## src/rtl/arc4_pkg.sv

```systemverilog
// Shared types and constants for the ARC4 key-scheduling stage.
package arc4_pkg;

  typedef enum logic [2:0] {
    INIT   = 3'd0,
    RD_I   = 3'd1,
    WAIT_I = 3'd2,
    CALC_J = 3'd3,
    WAIT_J = 3'd4,
    WR_I   = 3'd5,
    WR_J   = 3'd6,
    DONE   = 3'd7
  } state_t;

  localparam int S_DEPTH   = 256;
  localparam int KEY_BYTES = 3;

  // Big-endian key byte select: idx 0 is the most significant byte.
  function automatic logic [7:0] key_byte(input logic [23:0] key, input logic [1:0] idx);
    case (idx)
      2'd0:    key_byte = key[23:16];
      2'd1:    key_byte = key[15:8];
      default: key_byte = key[7:0];
    endcase
  endfunction

endpackage

```

## src/rtl/s_mem.sv

```systemverilog
// 256x8 single-port RAM: address registered, q valid the cycle after the address is presented.
module s_mem
  import arc4_pkg::*;
(
  input  logic       clk,
  input  logic [7:0] address,
  input  logic [7:0] data,
  input  logic       wren,
  output logic [7:0] q
);

  logic [7:0] r_mem [0:S_DEPTH-1];
  logic [7:0] r_addr;

  // Register the read address and perform the write on the same edge.
  always_ff @(posedge clk) begin
    r_addr <= address;
    if (wren) r_mem[address] <= data;
  end

  assign q = r_mem[r_addr];

endmodule

```

## src/rtl/rc4_init_ksa.sv

```systemverilog
// ARC4 stage 2: fill S with the identity permutation, then run the KSA in place.
//
// state  | meaning
// -------+-------------------------------------------------
// INIT   | write S[i]=i, one location per cycle
// RD_I   | present address i
// WAIT_I | RAM read latency, S[i] appears on q
// CALC_J | capture si, j += si + key byte, present address j
// WAIT_J | RAM read latency, S[j] appears on q
// WR_I   | write S[i] = sj (taken straight from q)
// WR_J   | write S[j] = si, advance i or finish
// DONE   | hold, done asserted, RAM untouched
module rc4_init_ksa
  import arc4_pkg::*;
(
  input  logic       CLOCK_50,
  input  logic [3:0] KEY,
  input  logic [9:0] SW,
  output logic [9:0] LEDR,
  output logic [6:0] HEX0,
  output logic [6:0] HEX1,
  output logic [6:0] HEX2,
  output logic [6:0] HEX3,
  output logic [6:0] HEX4,
  output logic [6:0] HEX5
);

  state_t      r_state;
  logic [7:0]  r_i;
  logic [7:0]  r_j;
  logic [7:0]  r_si;
  logic [1:0]  r_kidx;
  logic        r_done;

  logic        w_rst_n;
  logic [23:0] w_key;
  logic [7:0]  w_kbyte;
  logic [7:0]  w_j_next;
  logic [7:0]  w_addr;
  logic [7:0]  w_data;
  logic        w_wren;
  logic [7:0]  w_q;
  logic        w_unused_key;

  assign w_rst_n      = KEY[3];
  assign w_unused_key = ^KEY[2:0];
  assign w_key        = {14'b0, SW};
  // r_kidx tracks i mod 3, so no divider is needed for the key byte.
  assign w_kbyte      = key_byte(w_key, r_kidx);
  assign w_j_next     = r_j + w_q + w_kbyte;

  s_mem s (
    .clk     (CLOCK_50),
    .address (w_addr),
    .data    (w_data),
    .wren    (w_wren),
    .q       (w_q)
  );

  // RAM address/data/write-enable per state; writes are suppressed while reset is held.
  always_comb begin
    w_addr = 8'd0;
    w_data = 8'd0;
    w_wren = 1'b0;
    case (r_state)
      INIT: begin
        w_addr = r_i;
        w_data = r_i;
        w_wren = 1'b1;
      end
      RD_I, WAIT_I: w_addr = r_i;
      CALC_J:       w_addr = w_j_next;
      WAIT_J:       w_addr = r_j;
      WR_I: begin
        w_addr = r_i;
        w_data = w_q;
        w_wren = 1'b1;
      end
      WR_J: begin
        w_addr = r_j;
        w_data = r_si;
        w_wren = 1'b1;
      end
      default: ;
    endcase
    if (!w_rst_n) w_wren = 1'b0;
  end

  // Sequencer and KSA datapath registers, synchronous active-low reset.
  always_ff @(posedge CLOCK_50) begin
    if (!w_rst_n) begin
      r_state <= INIT;
      r_i     <= 8'd0;
      r_j     <= 8'd0;
      r_si    <= 8'd0;
      r_kidx  <= 2'd0;
      r_done  <= 1'b0;
    end else begin
      case (r_state)
        INIT: begin
          r_i <= r_i + 8'd1;
          if (r_i == 8'hFF) begin
            r_state <= RD_I;
            r_j     <= 8'd0;
            r_kidx  <= 2'd0;
          end
        end
        RD_I:   r_state <= WAIT_I;
        WAIT_I: r_state <= CALC_J;
        CALC_J: begin
          r_si    <= w_q;
          r_j     <= w_j_next;
          r_state <= WAIT_J;
        end
        WAIT_J: r_state <= WR_I;
        WR_I:   r_state <= WR_J;
        WR_J: begin
          if (r_i == 8'hFF) begin
            r_state <= DONE;
            r_done  <= 1'b1;
          end else begin
            r_i     <= r_i + 8'd1;
            r_kidx  <= (r_kidx == 2'd2) ? 2'd0 : r_kidx + 2'd1;
            r_state <= RD_I;
          end
        end
        default: r_state <= DONE;
      endcase
    end
  end

  assign LEDR = {9'b0, r_done};
  assign HEX0 = 7'h7F;
  assign HEX1 = 7'h7F;
  assign HEX2 = 7'h7F;
  assign HEX3 = 7'h7F;
  assign HEX4 = 7'h7F;
  assign HEX5 = 7'h7F;

endmodule

```

## config.mk

```make
export PLATFORM = sky130hd
export DESIGN_NAME = rc4_init_ksa
export DESIGN_NICKNAME = d
export VERILOG_FILES = /design/src/rtl/arc4_pkg.sv /design/src/rtl/s_mem.sv /design/src/rtl/rc4_init_ksa.sv
export SDC_FILE = /design/constraint.sdc
export NUM_CORES = 1
export LEC_CHECK = 0
export ABC_AREA = 0
export BUFFER_PORTS_ARGS = -buffer_cell sky130_fd_sc_hd__buf_2
export CORE_MARGIN = 3
export CORE_UTILIZATION = 40
export CTS_CLUSTER_DIAMETER = 200
export DETAILED_ROUTE_END_ITERATION = 7
export HOLD_SLACK_MARGIN = 0.06
export PLACE_DENSITY = 0.81
export SETUP_SLACK_MARGIN = 0.4
export SLEW_MARGIN = 20
export SYNTH_ARGS = -nofsm -noshare
export SYNTH_HDL_FRONTEND = slang
export SYNTH_SLANG_ARGS = --single-unit
```

## constraint.sdc

```tcl
create_clock -name CLOCK_50 -period 2.28 [get_ports CLOCK_50]
set_input_delay 0.456 -clock CLOCK_50 [delete_from_list [all_inputs] [get_ports CLOCK_50]]
set_output_delay 0.456 -clock CLOCK_50 [all_outputs]
set_load 0.03 [all_outputs]
```

==> results of run 1 <==
-- layout by cell type, fill, tap and decap left out --
master	synthesis	layout
conb_1	2	51
dfxtp_1	12	12
nand2_1	11	11
nand2b_1	4	4
mux2i_1	4	4
o21ai_0	4	4
nand3_1	3	3
a21oi_1	3	3
clkbuf_4	0	3
nor2_1	2	2
inv_1	2	2
and2_1	2	2
nand4_1	2	2
o21a_1	2	2
o221a_2	2	2
buf_2	1	2
nand4_2	1	1
xnor2_2	1	1
o311a_4	1	1
nand3b_1	1	1
and4b_1	1	1
o211ai_1	1	1
xnor2_1	1	1
or2_2	1	1
a31oi_1	1	1
nor3b_1	1	1
o22ai_1	1	1
nor3_1	1	1
xor2_1	1	1
a21boi_0	1	1
or3_1	1	1
a21boi_1	1	1
ha_1	1	1
-- through the flow --
stage	instance area [sq um]	worst slack, ns	hold slack [ns]	instances	utilization [%]
4_1_cts	891	0.745	0.472	154	38.1
5_1_grt	891	0.677	0.486	154	38.1
3_3_place_gp	868	0.791	0.448	151	37.1
3_5_place_dp	868	0.761	0.455	151	37.1
6_report	891	0.763	0.468	154	38.1
2_1_floorplan	1230	0.907	0.442	176	-
-- sequential cells by signal (all words and copies together) (netlist names) --
name and count:
r_state 3, r_done 1, r_i 8
-- where the power goes --
part           leakage, nW  total (mW)  internal [mW]  switching (mW)
clock network       0.0138       0.129         0.0612          0.0681
registers           0.0973       0.220          0.214         0.00617
logic                0.311       0.135         0.0121           0.122
total                0.423       0.484          0.288           0.197
-- how the worst max path moves through the flow --
stage | to
floorplan | r_i[6]
global placement | r_i[6]
detailed placement | r_i[6]
CTS | r_i[6]
global route | r_i[6]
finish | r_i[6]
-- cell families (layout without fill, tap and decap cells) --
| family | count (synthesis) | in the layout | share of synthesized area (%) |
|---|---|---|---|
| buf+inv | 57 | 7 | 39.8 |
| other cells | 2 | 51 | 0.715 |
| mux | 4 | 4 | 3.81 |
| simple gates | 31 | 31 | 16.1 |
| fa+ha+maj | 1 | 1 | 1.19 |
| compound gates | 17 | 17 | 12.3 |
| flops | 12 | 12 | 22.9 |
| xor+xnor | 3 | 3 | 3.22 |
-- Yosys cell counts (all sizes together) (3+ instances only) --
cell type	n
a21oi	3
buf	54
dfxtp	12
mux2i	4
nand2	11
nand2b	4
nand3	3
nand4	3
o21ai	4
-- cell type report --
cell class / instances / area (sq um) / area share, %
multi-input cells: 107 / 576 / 64.6
flip-flops and latches: 12 / 240 / 27.0
well taps: 28 / 35.0 / 3.93
clock buffers: 3 / 22.5 / 2.53
repair buffers: 2 / 10.0 / 1.12
inverters: 2 / 7.51 / 0.843
-- layer usage --
metal | GRT usage [%] | up-vias | routed length, microns | share of wire, %
met5 | 0 | - | 0 | 0
met4 | 0.993 | 0 | 0 | 0
met3 | 4.98 | 0 | 161 | 12
met2 | 10.1 | 31 | 600 | 44
met1 | 9.81 | 277 | 589 | 44
li1 | - | 319 | - | -
==> impl_metrics.tcl, run 1 <==
set metrics [dict create \
    crit_cells 5 \
    slowest_stage "dfxtp_1" \
    reg2reg_slack_ns 0.76 \
    synth_area_leaders "buf_4, dfxtp_1, nand2_1" \
    synth_async_sr_flop_share_pct 0 \
    drv_slew 0 \
    min_to "r_done" \
    routed_wl_microns 1350 \
    vdd_drop_max_mv 0.269 \
    syn-mean-instance-area_sq_um 8.27 \
    synthCells 127 \
    critPathMaxFanout 5 \
    cts_buffers 3 \
    drv_cap 0 \
    rr_startpoint "r_i[1]" \
    min_path_cells 1 \
    cts_sinks 12 \
    initial_core_util_pct 44.9 \
    n_fill_cell 247 \
    drt_first_pass_iters 4 \
    synth.top_cell.area_share_pct 37.2 \
    total_power_mw 0.484 \
    cp-start-kind "flip-flop" \
    synth_cell_types 35 \
    crit_path_cell_trace "ha_1, and4b_1, o211ai_1, or3_1, a21boi_1" \
    holdCritPathClass "flip-flop to flip-flop" \
    cp_top_family "simple AND/OR/NAND/NOR gates" \
    finalSetupViolations 0 \
    rsz0062_at_grt "false" \
    cts_tree "done" \
    worstRegToRegCells 5 \
    required_ns 2.49 \
    drc 0 \
    place.gp.congestion 0.778 \
    synth_seq_cells 12 \
    antenna_found_initial 0 \
    design.die.area_sq_um 3280 \
    drive_gt1_share_pct 8.73 \
    p_leak_nw 0.423 \
    cp_num_buf_inv 0 \
    yosysTopAreaCell "buf_4" \
    endpoint_kind "flip-flop" \
    die_w_microns 57.2 \
    clkLatencyLatePin_ns 0.27 \
    post_cts_buffers 0 \
    synth-edff-count 0 \
    grt_pass1_wl_microns 1890 \
    grt_use_total_pct 7.38 \
    ys_seq_area_share_pct 22.9 \
    max_stage_delay_ns 0.40 \
    syn_area_sq_um 1050 \
    vias_per_cell 4.07 \
    powerDensity_nw_per_um2 544 \
    htree_levels 1 \
    reg2reg_to "r_i[6]" \
    postCtsHoldBufs 0 \
    fin_crit_sh_pct 66.5 \
    hold_viol_final 0 \
    ant_nets 0 \
    cts_buffer_depth 2 \
    area_growth_pct -15.1 \
    outcome "finished clean" \
    cp_data_arrival_time_ns 1.73 \
    hpwlAfterDp_microns 1080 \
    nets 144 \
    fmax_ghz 0.659 \
    core_area_sq_um 2340 \
    cts-root-buf "clkbuf_4" \
    crit_type "flip-flop to flip-flop" \
    finalClockSkew_ns 0.00358 \
    clk_pin_slew_ns 0.07 \
    grt_remaining_overflow 0 \
    worstSetupStartpoint "r_i[1]" \
    drtIter0Drc 9 \
    tns_ns 0 \
    wl_per_cell_microns 8.77 \
    yosys_warnings 0 \
    antenna-diode-count 0 \
    portBuffers 2 \
    die_h_microns 57.2 \
    ys.flop_type "dfxtp_1" \
    grt_max_degree 17 \
    min-delay-start "r_done" \
    fin_crit_ns 1.52 \
    num_vias 627 \
    rows 17 \
    io_pins 67 \
    cts_resized 0 \
    first_global_vias 458 \
]
No activity file was read; power rests on OpenSTA's default activity.
==> inputs of run 2 (changes only) <==
--- a/config.mk
+++ b/config.mk
@@ -5,10 +5,10 @@
 export SDC_FILE = /design/constraint.sdc
 export NUM_CORES = 1
 export LEC_CHECK = 0
-export ABC_AREA = 0
+export ABC_AREA = 1
 export BUFFER_PORTS_ARGS = -buffer_cell sky130_fd_sc_hd__buf_2
 export CORE_MARGIN = 3
-export CORE_UTILIZATION = 40
+export CORE_UTILIZATION = 38
 export CTS_CLUSTER_DIAMETER = 200
 export DETAILED_ROUTE_END_ITERATION = 7
 export HOLD_SLACK_MARGIN = 0.06
==> constraint.sdc (replaced) <==
create_clock -name CLOCK_50 -period 1.38 [get_ports CLOCK_50]
set_input_delay 0.276 -clock CLOCK_50 [delete_from_list [all_inputs] [get_ports CLOCK_50]]
set_output_delay 0.276 -clock CLOCK_50 [all_outputs]
set_load 0.03 [all_outputs]
==> run 2 against run 1 <==
  * Final cell count is 21% higher
  * Worst setup slack worse by 0.57 ns
  * Non-clock buffer count is 7 higher
  * Highest routed layer is now met4
  * Maximum frequency is 28% higher
  * Hold slack worse by 0.031 ns
  * Critical path type unchanged
  * Largest cell class unchanged
==> impl_metrics.tcl, run 2 <==
set metrics [dict create \
    outcome "finished clean" \
    layout_commonest_cell "conb_1" \
    place.gp.congestion 0.785 \
    finalSetupViolations 0 \
    rr_startpoint "r_i[0]" \
    synth_async_sr_flop_share_pct 0 \
    grt_remaining_overflow 0 \
    synth_area_leaders "buf_4, dfxtp_1, nand2_1" \
    synth_compound_area_share_pct 7.02 \
    ys.flop_type "dfxtp_1" \
    drv_cap 0 \
    grt_use_total_pct 10.1 \
    min-delay-start "KEY[3]" \
    top_register "r_i" \
    n_fill_cell 268 \
    crit_path_cell_trace "ha_4, inv_2, nor2_4, nand2_4, nand2_8, nand2_8, nand2_1, a21oi_1" \
    ys_seq_area_share_pct 22.8 \
    design.die.area_sq_um 3440 \
    synth.area.mux_share_pct 0 \
    largest_register_ffs 8 \
    whs_ns 0.437 \
    vdd_drop_max_mv 0.673 \
    htree_levels 1 \
    portBuffers 2 \
    crit_path_frequent_cell "nand2_8" \
    fmax_ghz 0.841 \
    grt_pass1_wl_microns 2660 \
    clkLatencyLatePin_ns 0.27 \
    final-instance-count-excl-fill 187 \
    synth_top_family_by_area "buffers and inverters" \
    dp_slack_ns 0.115 \
    yosysTopAreaCell "buf_4" \
    worstSetupStartpoint "r_i[0]" \
    postCtsHoldBufs 0 \
    yosys.cell_count.top_type "buf_4" \
    synth_seq_cells 12 \
    drv_slew 0 \
    placed_cells 180 \
    max_stage_delay_ns 0.36 \
    holdCritPathClass "input pin to flip-flop" \
    core_area_sq_um 2540 \
    drive_gt1_share_pct 20.4 \
    fin_crit_sh_pct 86.1 \
    syn_area_sq_um 1050 \
    initial_core_util_pct 41.3 \
    rows 18 \
    drc 0 \
    reg_top3 "r_i x8, r_state x3, r_done x1" \
    vias_per_cell 4.05 \
    required_ns 1.53 \
    routed_wl_microns 1680 \
    rsz0062_at_grt "true" \
    critPathMaxFanout 8 \
    total_power_mw 1.05 \
    fin_ws_ns 0.192 \
    nets 175 \
    antenna_found_initial 0 \
    grt_max_degree 13 \
    tns_ns 0 \
    first_global_vias 623 \
    synth_cell_types 18 \
    die_h_microns 58.6 \
    antenna-diode-count 0 \
    synth-edff-count 0 \
    yosys_warnings 0 \
    cts_buffers 3 \
    endpoint_kind "flip-flop" \
    final_cell_mix "conb_1, nand2_1, nand3_1, a21oi_1, inv_1" \
    area_growth_pct -1.19 \
    wl_per_cell_microns 8.98 \
    synthXorXnorAreaFrac_pct 2.50 \
    clk_pin_slew_ns 0.07 \
    drt_first_pass_iters 4 \
    finalClockSkew_ns 0.00322 \
    powerDensity_nw_per_um2 1010 \
    crit_type "flip-flop to flip-flop" \
    hpwlAfterDp_microns 1160 \
    drtIter0Drc 26 \
    cts_buffer_depth 2 \
    fin_crit_ns 1.19 \
    synth_fa_ha_area_share_pct 1.19 \
    num_vias 757 \
    synth_common_cells "buf_4, nand2_1, nand3_1, dfxtp_1, a21oi_1" \
    io_pins 67 \
    synthSimpleGateAreaFrac_pct 25.1 \
    synth.top_cell.area_share_pct 37.1 \
    cp_data_arrival_time_ns 1.34 \
    cts-root-buf "clkbuf_4" \
    cts_sinks 12 \
    slowest_stage "dfxtp_4" \
    cts_tree "done" \
    synthCells 148 \
    cp-start-kind "flip-flop" \
    hold_viol_final 0 \
    p_leak_nw 0.467 \
    die_w_microns 58.6 \
    syn-mean-instance-area_sq_um 7.11 \
    ant_nets 0 \
]
## run 2: cell count changes after synthesis, sizes merged, moves of 3 or more
cell,delta
nor2,+6
nand2b,-4
a21oi,+8
nand2,+22
nand4,-3
mux2i,-4
nand3,+10
o21ai,-3
inv,+7
## run 2: power breakdown
part / leakage [nW] / total, mW / internal (mW) / switching (mW)
registers: 0.101 / 0.421 / 0.388 / 0.0325
clock network: 0.0138 / 0.216 / 0.101 / 0.115
logic: 0.353 / 0.414 / 0.100 / 0.314
## run 2: what timing repair did
item	4_1_cts	5_1_grt
endpoints found under the setup margin	13	13
buffers inserted	3	0
cloned	1	0
gates resized for setup	10	6
pin swaps	3	2
## run 2: per-stage QoR
stage | area, sq um | utilization, %
floorplan | 1250 | -
global placement | 935 | 36.7
detailed placement | 935 | 36.7
CTS | 1030 | 40.4
global route | 1040 | 40.9
finish | 1040 | 40.9
## run 2: cell families after synthesis
kind of cell / Yosys count
compound gates: 14
xor+xnor: 3
fa+ha+maj: 1
buf+inv: 62
flops: 12
other cells: 2
simple gates: 54
## run 2: routing by layer
layer | vias up | wire length, microns | track usage, %
li1 | 383 | - | -
met1 | 331 | 674 | 12.9
met2 | 41 | 781 | 15.6
met3 | 2 | 216 | 4.61
met4 | 0 | 6 | 2.27
met5 | - | 0 | 0
## run 2: critical path, delay by kind of cell, from the launching register on
| kind | cells | cell delay, ns |
|---|---|---|
| buffers and inverters | 1 | 0.04 |
| adder cells (fa/ha/maj) | 1 | 0.15 |
| AND/OR/NAND/NOR | 5 | 0.46 |
| flip-flops | 1 | 0.36 |
| AO/OA/AOI/OAI | 1 | 0.06 |
## run 2: layout make-up
class                   count  area (sq um)  share of cell area [%]
multi-input cells         124           624                    60.0
clock buffers               3          22.5                    2.17
inverters                   9          33.8                    3.25
well taps                  30          37.5                    3.61
repair buffers              9          68.8                    6.62
flip-flops and latches     12           253                    24.3
## run 2: final timing paths
| path | end | slack (ns) | cells after the start |
|---|---|---|---|
| worst min register to register | r_done | 0.46 | 2 |
| worst max register to register | r_i[4] | 0.19 | 8 |
| worst min-delay path | r_i[3] | 0.44 | 3 |
| worst max-delay path | r_i[4] | 0.19 | 8 |
==> inputs of run 3 (changes only) <==
--- a/config.mk
+++ b/config.mk
@@ -7,7 +7,7 @@
 export LEC_CHECK = 0
 export ABC_AREA = 1
 export BUFFER_PORTS_ARGS = -buffer_cell sky130_fd_sc_hd__buf_2
-export CORE_MARGIN = 3
+export CORE_MARGIN = 2
 export CORE_UTILIZATION = 38
 export CTS_CLUSTER_DIAMETER = 200
 export DETAILED_ROUTE_END_ITERATION = 7
==> run 3 against run 2 <==
  * First-iteration DRC count fell by 23%
  * Global-route usage barely moved
  * Count of clock-buffer cells in the layout is the same
  * Worst setup slack got worse by 0.0089 ns
  * Clock skew is essentially flat
  * Register-to-register slack about the same
  * Maximum frequency is 0.74% lower
  * Sequential cell count is the same
  * Via count up 0.53%
  * Critical path type unchanged
==> impl_metrics.tcl, run 3 (same netlist as run 2, synthesis figures left out) <==
set metrics [dict create \
    outcome "finished clean" \
    grt_remaining_overflow 0 \
    cts_sinks 12 \
    hold_viol_final 0 \
    cts-root-buf "clkbuf_4" \
    drtIter0Drc 20 \
    tns_ns 0 \
    wl_per_cell_microns 8.77 \
    grt_pass1_wl_microns 2530 \
    initial_core_util_pct 39.2 \
    hpwlAfterDp_microns 1110 \
    critPathMaxFanout 8 \
    finalInstanceArea_sq_um 1060 \
    worstSetupStartpoint "r_i[6]" \
    crit_path_frequent_cell "nand2_8" \
    clk_pin_slew_ns 0.08 \
    crit_path_cell_trace "nand2_1, nor2_4, nand2_4, nand2_8, nand2_8, nand2_2, a21oi_1" \
    powerDensity_nw_per_um2 1020 \
    grt_max_degree 13 \
    core_area_sq_um 2690 \
    cp_top_family "simple AND/OR/NAND/NOR gates" \
    cts_buffer_depth 2 \
    drive_gt1_share_pct 21.9 \
    drv_cap 0 \
    largest_register_ffs 8 \
    finalClockSkew_ns 0.00346 \
    layout_commonest_cell "conb_1" \
    vdd_drop_max_mv 0.632 \
    cp_num_buf_inv 0 \
    drc 0 \
    max_stage_delay_ns 0.40 \
    nets 178 \
    crit_type "flip-flop to flip-flop" \
    area_growth_pct 0.951 \
    reg2reg_slack_ns 0.18 \
    finalSetupViolations 0 \
    htree_levels 1 \
    p_leak_nw 0.484 \
    holdCritPathClass "input pin to flip-flop" \
    fin_crit_ns 1.20 \
    antenna-diode-count 0 \
    rr_startpoint "r_i[6]" \
    postCtsHoldBufs 0 \
    fin_crit_sh_pct 86.8 \
    num_vias 761 \
    whs_ns 0.430 \
    fin_ws_ns 0.183 \
    min-delay-start "KEY[3]" \
    grt_use_total_pct 10.1 \
    cp-start-kind "flip-flop" \
    rsz0062_at_grt "true" \
    required_ns 1.53 \
    vias_per_cell 3.98 \
    rows 19 \
    routed_wl_microns 1680 \
    drt_first_pass_iters 4 \
    slowest_stage "dfxtp_1" \
    design.die.area_sq_um 3210 \
    first_global_vias 584 \
    top_register "r_i" \
    drv_slew 0 \
    reg_top3 "r_i x8, r_state x3, r_done x1" \
    die_h_microns 56.6 \
    fmax_ghz 0.835 \
    cts_tree "done" \
    clkLatencyLatePin_ns 0.28 \
    portBuffers 2 \
    cp_data_arrival_time_ns 1.35 \
    ant_nets 0 \
    antenna_found_initial 0 \
    placedInstanceArea_sq_um 943 \
    cts_buffers 3 \
    die_w_microns 56.6 \
    dp_slack_ns 0.153 \
    place.gp.congestion 0.781 \
    endpoint_kind "flip-flop" \
    io_pins 67 \
    final_cell_mix "conb_1, nand2_1, nand3_1, a21oi_1, buf_4" \
]
-- run 3: cell types whose count changed in the layout (fill, tap and decap cells not counted), sizes merged --
cell  delta
buf      +3
-- run 3: final timing paths --
check	end	cells past startpoint
min reg2reg	r_state[2]	2
min	r_i[6]	3
max	r_i[1]	7
max reg2reg	r_i[1]	7
-- run 3: report_power, final --
group,internal (mW),total (mW),switching [mW],leakage (nW)
clock,0.101,0.225,0.124,0.0138
combinational,0.113,0.438,0.325,0.370
sequential,0.388,0.418,0.0295,0.0995
total,0.603,1.08,0.479,0.484
-- run 3: worst reg2reg max path, cell delays in order (launching register included) --
cell	delay [ns]
dfxtp_1	0.40
nand2_1	0.11
nor2_4	0.16
nand2_4	0.10
nand2_8	0.10
nand2_8	0.08
nand2_2	0.07
a21oi_1	0.06
-- run 3: timing repair --
action / in CTS / in global routing
setup endpoints to repair: 13 / 13
resized for setup: 8 / 7
setup buffers: 4 / 1
pin swaps: 8 / 3
gates cloned: 1 / 0
-- run 3: per-layer routing --
layer / GRT usage (%) / vias to the layer above / wire [microns]
li1: - / 390 / -
met1: 12.1 / 339 / 680
met2: 16.6 / 32 / 851
met3: 4.15 / 0 / 143
met4: 2.38 / 0 / 0
met5: 0 / - / 0
-- run 3: final cells by class --
type	instances	area (sq um)
fill	291	1620
sequential	12	250
inverter	9	36.3
multi-input combinational	124	623
timing repair buffer	12	91.3
tap	31	38.8
clock buffer	3	22.5
-- run 3: stage by stage --
step                      total power, mW  std cells  utilization, %
after floorplan                     0.850        197               -
after global placement              0.783        182            35.1
after detailed placement            0.789        182            35.1
after CTS                            1.04        190            38.1
after global routing                 1.14        191            39.5
final                                1.08        191            39.5
